`src/rtl/sha256_block_sequencer.sv`:
```
// sha256_block_sequencer: control FSM for one SHA-256 compression block per run.
// It drives the IV load, the working-variable load, the round index and the final
// chaining-value add. It also tracks the block count and whether H0-H7 hold a
// finished digest.
module sha256_block_sequencer #(
    parameter int ROUNDS = 64,
    parameter int RIDX_W = 6,
    parameter int CNT_W  = 8
) (
    input  logic              clk,
    input  logic              reset,
    input  logic              start,
    input  logic              first_block,
    input  logic              last_block,
    input  logic              abort,
    output logic              busy,
    output logic              h_init,
    output logic              load_work,
    output logic              round_en,
    output logic [RIDX_W-1:0] round_idx,
    output logic              w_from_msg,
    output logic              h_update,
    output logic              done,
    output logic              digest_valid,
    output logic [CNT_W-1:0]  block_cnt
);

    typedef enum logic [2:0] {
        IDLE   = 3'd0,
        HINIT  = 3'd1,
        LOAD   = 3'd2,
        ROUND  = 3'd3,
        UPDATE = 3'd4,
        DONE   = 3'd5
    } state_t;

    state_t state, state_nx;
    logic   last_q;
    logic   accept;

    // A start only counts in IDLE, and a simultaneous abort suppresses it.
    assign accept = (state == IDLE) && start && !abort;

    // Next-state logic and per-state pulse outputs.
    always_comb begin
        state_nx   = state;
        busy       = (state != IDLE);
        h_init     = 1'b0;
        load_work  = 1'b0;
        round_en   = 1'b0;
        w_from_msg = 1'b0;
        h_update   = 1'b0;
        done       = 1'b0;
        case (state)
            IDLE:   if (accept) state_nx = first_block ? HINIT : LOAD;
            HINIT:  begin h_init = 1'b1; state_nx = LOAD; end
            LOAD:   begin load_work = 1'b1; state_nx = ROUND; end
            ROUND: begin
                round_en   = 1'b1;
                // Rounds 0..15 take W directly from the message block.
                w_from_msg = (32'(round_idx) < 32'd16);
                if (round_idx == RIDX_W'(ROUNDS - 1)) state_nx = UPDATE;
            end
            UPDATE: begin h_update = 1'b1; state_nx = DONE; end
            DONE:   begin done = 1'b1; state_nx = IDLE; end
            default: state_nx = IDLE;
        endcase
        // Cancel any run in flight. Pulses for the current state still go out this cycle.
        if (abort && state != IDLE) state_nx = IDLE;
    end

    // State register, round counter, latched flags and block accounting.
    always_ff @(posedge clk) begin
        if (reset) begin
            state        <= IDLE;
            round_idx    <= '0;
            last_q       <= 1'b0;
            digest_valid <= 1'b0;
            block_cnt    <= '0;
        end else begin
            state <= state_nx;
            // Keep round_idx at 0 everywhere except inside an ongoing ROUND phase,
            // so an abort or the final round leaves it ready for the next run.
            if (state == ROUND && state_nx == ROUND)
                round_idx <= round_idx + RIDX_W'(1);
            else
                round_idx <= '0;
            if (accept) begin
                last_q       <= last_block;
                digest_valid <= 1'b0;
                if (first_block) block_cnt <= '0;
            end
            // The done pulse marks a completed block, so account for it even if
            // an abort arrives in the same cycle.
            if (state == DONE) begin
                block_cnt <= block_cnt + CNT_W'(1);
                if (last_q) digest_valid <= 1'b1;
            end
        end
    end

endmodule

```
`config.mk`:
```
export PLATFORM = sky130hd
export DESIGN_NAME = sha256_block_sequencer
export DESIGN_NICKNAME = d
export VERILOG_FILES = /design/src/rtl/sha256_block_sequencer.sv
export SDC_FILE = /design/constraint.sdc
export NUM_CORES = 1
export LEC_CHECK = 0
export CAP_MARGIN = 0
export CORE_UTILIZATION = 40
export CTS_BUF_LIST = sky130_fd_sc_hd__clkbuf_4
export DETAILED_ROUTE_END_ITERATION = 16
export PLACE_DENSITY = 0.76
export SKIP_LAST_GASP = 1
export SLEW_MARGIN = 20
export SYNTH_ARGS = -nofsm -noshare
export SYNTH_HDL_FRONTEND = slang
export SYNTH_SLANG_ARGS = --single-unit
```
`constraint.sdc`:
```
create_clock -name clk -period 3.46 [get_ports clk]
set_input_delay 0.692 -clock clk [delete_from_list [all_inputs] [get_ports clk]]
set_output_delay 0.692 -clock clk [all_outputs]
set_load 0.1 [all_outputs]
```
# ---- Yosys cells after proc, flatten, opt, wreduce, memory -nomap -nowiden
# Index checks and enable logic that the tools add are counted.
dict set report word_totals {
  ff_bits 19
  output_inout_bits 22
  wordCells 44
}
dict set report classes {
  n_addsub 2
  eq_ne 7
  n_reduce_logical 11
  order_cmp 1
  n_bitwise 1
  mux 17
}
# cell count
set ops {}
lappend ops {{$mux W8} 3}
lappend ops {{$pmux W3 S5} 1}
lappend ops {{$eq A3 B2 Y1 const B} 3}
lappend ops {{$mux W1} 9}
lappend ops {{$mux W3} 3}
lappend ops {{$add A8 B1 Y8 const B} 1}
lappend ops {{$add A6 B1 Y6 const B} 1}
lappend ops {{$eq A3 B3 Y1 const B} 2}
lappend ops {{$eq A6 B6 Y1 const B} 1}
lappend ops {{$lt A6 B5 Y1 const B} 1}
lappend ops {{$logic_and A1 B1 Y1} 4}
lappend ops {{$reduce_bool A2 Y1} 2}
lappend ops {{$eq A3 B1 Y1 const B} 1}
lappend ops {{$logic_not A3 Y1} 1}
lappend ops {{$reduce_bool A3 Y1} 1}
lappend ops {{$mux W2} 1}
lappend ops {{$reduce_and A2 Y1} 1}
lappend ops {{$reduce_or A2 Y1} 1}
lappend ops {{$logic_not A1 Y1} 1}
lappend ops {{$not A1 Y1} 1}

# ---- Logic depth before layout (Yosys ltp)
dict set report depth {
  depth_word 10
  depth_mapped 5
}

# ---- Worst setup path after synthesis
# No wires, ideal clock.
dict set report synth_timing {
  path_kind {reg2out}
  startpoint {reg state[0]}
  endpoint {out w_from_msg}
  setup_slack_ns -0.929
  stages_incl_launch_ff 4
  arrival_time_ns 3.697
  cell_sequence {dfxtp_1 buf_4 and3b_1 nor3b_1}
}
dict set report synth_via {
  elab_chain_len 2
}
# item line_no
set synth_rtl {}
lappend synth_rtl {{from (decl)} 37} ;# state_t state, state_nx;
lappend synth_rtl {{from (signal assigned)} 81} ;# state <= state_nx;
lappend synth_rtl {{$eq A3 B2 Y1} 54} ;# case (state)
lappend synth_rtl {{$mux W1} 54}
lappend synth_rtl {{to (decl)} 21} ;# output logic w_from_msg,
# No other way between the ends.

# ---- Worst setup path in the final report
dict set report layout_timing {
  startpoint {reg block_cnt[4]}
  endpoint {out block_cnt[4]}
}
# item line_no
set layout_rtl {}
lappend layout_rtl {{from (decl)} 25} ;# output logic [CNT_W-1:0] block_cnt
lappend layout_rtl {{from (signal assigned)} 96} ;# block_cnt <= block_cnt + CNT_W'(1);
# No word-level cell between the ends.

==> run_results.csv <==
group,metric,value,unit
global_route,grt_usage,17.6,%
final_layout,layout.nets,145,
setup_path,cp_slowest_cell,"clkdlybuf4s50_1",
timing,fin_ws,880,ps
timing,tns,0,ps
clock_tree,root_buffer,"clkbuf_4",
clock_tree,postCtsResizedCells,0,
clock_tree,cts_setup_buffers,0,
detailed_routing,avgViaCountPerCell,5.52,
detailed_routing,drt-total-wl,2.05,mm
synth,ys_seq_area_share,38.2,%
synth,synth_top_area_share,38.2,%
timing,fin_crit_sh,74.6,%
detailed_routing,wl_per_cell,12.5,um
timing,whs,457,ps
global_route,grt_max_degree,14,
clock_tree,insertion_delay,300,ps
floorplan,start_util,43.7,%
floorplan,io_pins,28,
pwr,leakagePower,0.517,nW
global_route,antenna_found_initial,0,
place,routabilityCongestion,0.724,
setup_path,cp_max_fo,5,
setup_path,r2r-start,"state[2]$_SDFF_PP0_",
setup_path,crit_path_end_kind,"primary output",
final_layout,areaGrowthSynthToFinish,28.4,%
synth,netlist_area,995,sq um
clock_tree,cts_sinks,19,
floorplan,rows,17,
floorplan,dieArea,2690,sq um
detailed_routing,drt-initial-drc-count,6,
synth,synthTopCellsByArea,"dfxtp_1 38%, o21ai_0 4.0%, xnor2_1 3.5%",
synth,synth_edf_count,0,
timing,final.min_clock_period,2580,ps
setup_path,required,2770,ps
timing,fmax,388,MHz
final_layout,drive_gt1_share,19.9,%
clock_tree,cts_hold_buf,0,
setup_path,r2r_end,"block_cnt[2]$_SDFFE_PP0P_",
synth,ys_types,41,
synth,synthTopCellsByCount,"19 x dfxtp_1, 8 x o21ai_0, 7 x nand2_1, 7 x nor2_1, 6 x a21oi_1",
synth,syn_avg_cell_area,9.04,sq um
clock_tree,cts_tree,"yes",
floorplan,core-area,2280,sq um
synth,postSynthCellCount,110,
global_route,grt_pass1_vias,842,
run,max_cap_viol_count,0,
setup_path,arrival,1890,ps
setup_path,rrSetupSlack,1820,ps
setup_path,cp_slowest_stage_delay,1160,ps
detailed_routing,route.vias.total,905,
worst_hold_path,worstHoldStart,"last_q$_SDFFE_PP0P_",
worst_hold_path,hold_class,"reg -> reg",
setup_path,critPathTopFamily,"buffers and inverters",
clock_tree,cts.path.max_buffers,2,
clock_tree,cts_buffers,3,
setup_path,crit_cells,1,
synth,synth.most_common_cell,"dfxtp_1",
final_layout,diodes,0,
pwr,vdd.ir_drop.worst,223,uV
global_route,grt_pass1_wl,3.52,mm
timing,worst_pin_slew,974,ps
setup_path,critPathBufInv,1,
timing,maxSlewViolCount,0,
pwr,cellPowerDensity,318,nW/um^2
timing,relSlewSlack,34.9,%
floorplan,die-width,51.9,um
setup_path,startpoint_type,"register",
detailed_routing,ant_nets,0,
clock_tree,clkTransAtPathRegs,110,ps
setup_path,critical_path_class,"reg -> out",
timing,setup_viol,0,
timing,skew,2.96,ps
place,port_buffers,27,
timing,rsz0062_at_grt,"false",
setup_path,path_cells,"clkdlybuf4s50_1",
synth,ys_ff_latch,19,
outcome,status,"finished clean",
timing,hold_violations,0,
worst_hold_path,hold_depth,2,
synth,synth_async_sr_flop_share,0,%
floorplan,die_h,51.9,um
clock_tree,cts_htree_levels,1,
worst_hold_path,min_to,"digest_valid$_SDFF_PP0_",
synth,yosys_warnings,0,
synth,yosysTopAreaCell,"dfxtp_1",
global_route,overflow,0,
place,dp_slack,1160,ps
synth,synth_nets,118,
place,dp_hpwl,1.51,mm
setup_path,r2r_cells,3,
detailed_routing,drc_errors,0,
detailed_routing,drt-pass1-iter-count,4,
synth,dominantRegCellSynth,"dfxtp_1",
-- flip-flops by register name, indices dropped and copies added (netlist names) --
register and flops:
digest_valid 1, block_cnt 8, state 3, last_q 1, round_idx 6
-- metrics by stage --
stage	area [sq um]	instances	total power, W	util (%)
2_1_floorplan	1010	110	0.000276	-
3_3_place_gp	1250	160	0.000290	54.8
3_5_place_dp	1250	160	0.000291	54.8
4_1_cts	1280	164	0.000413	56.1
5_1_grt	1280	164	0.000428	56.1
6_report	1280	164	0.000406	56.1
-- metal layers --
metal	global-route usage (%)	vias to the layer above	wire (um)
li1	-	461	-
met1	18.7	418	926
met2	31.8	24	999
met3	6.43	2	103
met4	5.41	0	15
met5	0	-	0
-- cells by family after synthesis --
group                    synth area share [%]
multiplexers                             1.01
flip-flops                               38.2
AND/OR/NAND/NOR                          27.8
AO/OA/AOI/OAI                            20.3
XOR/XNOR                                 4.40
adder cells (fa/ha/maj)                  3.52
buffers and inverters                    4.78
-- area by class of cell --
class                      instances  area (sq um)
inverter                           4          15.0
multi-input combinational         82           582
fill                             213           998
clock buffer                       4          30.0
sequential                        19           380
tap                               28          35.0
timing repair buffer              27           235
-- worst max-delay path by stage --
stage | startpoint | to | slack (ps)
global placement | reset | round_idx[5]$_SDFF_PP0_ | 1180
detailed placement | abort | block_cnt[4]$_SDFFE_PP0P_ | 1160
finish | block_cnt[4]$_SDFFE_PP0P_ | block_cnt[4] | 880
global route | block_cnt[4]$_SDFFE_PP0P_ | block_cnt[4] | 830
floorplan | state[0]$_SDFF_PP0_ | w_from_msg | 20
CTS | round_idx[3]$_SDFF_PP0_ | round_idx[3] | 880
-- report_power, final --
| part | internal (W) | total, W | switching (W) |
|---|---|---|---|
| combinational | 0.0000193 | 0.0000581 | 0.0000388 |
| sequential | 0.000221 | 0.000227 | 0.00000664 |
| clock | 0.0000527 | 0.000121 | 0.0000680 |
-- cell usage in the layout (no fill, tap or decap), types with 2 or more instances in the layout --
| cell type | instances |
|---|---|
| ha_1 | 2 |
| or3_1 | 4 |
| nor2_1 | 7 |
| clkbuf_4 | 4 |
| clkdlybuf4s50_1 | 13 |
| nand3_1 | 5 |
| nor3b_2 | 3 |
| a311oi_1 | 2 |
| or3b_1 | 2 |
| a31oi_1 | 2 |
| nor2b_1 | 3 |
| o21ai_0 | 8 |
| a41oi_1 | 3 |
| inv_1 | 3 |
| o21bai_1 | 2 |
| nand2_1 | 7 |
| dfxtp_1 | 19 |
| a21oi_1 | 6 |
| buf_4 | 14 |
| xnor2_1 | 4 |
| or2_2 | 2 |
| nor3_1 | 2 |
| o211ai_1 | 2 |
No activity file was read; power rests on OpenSTA's default activity.
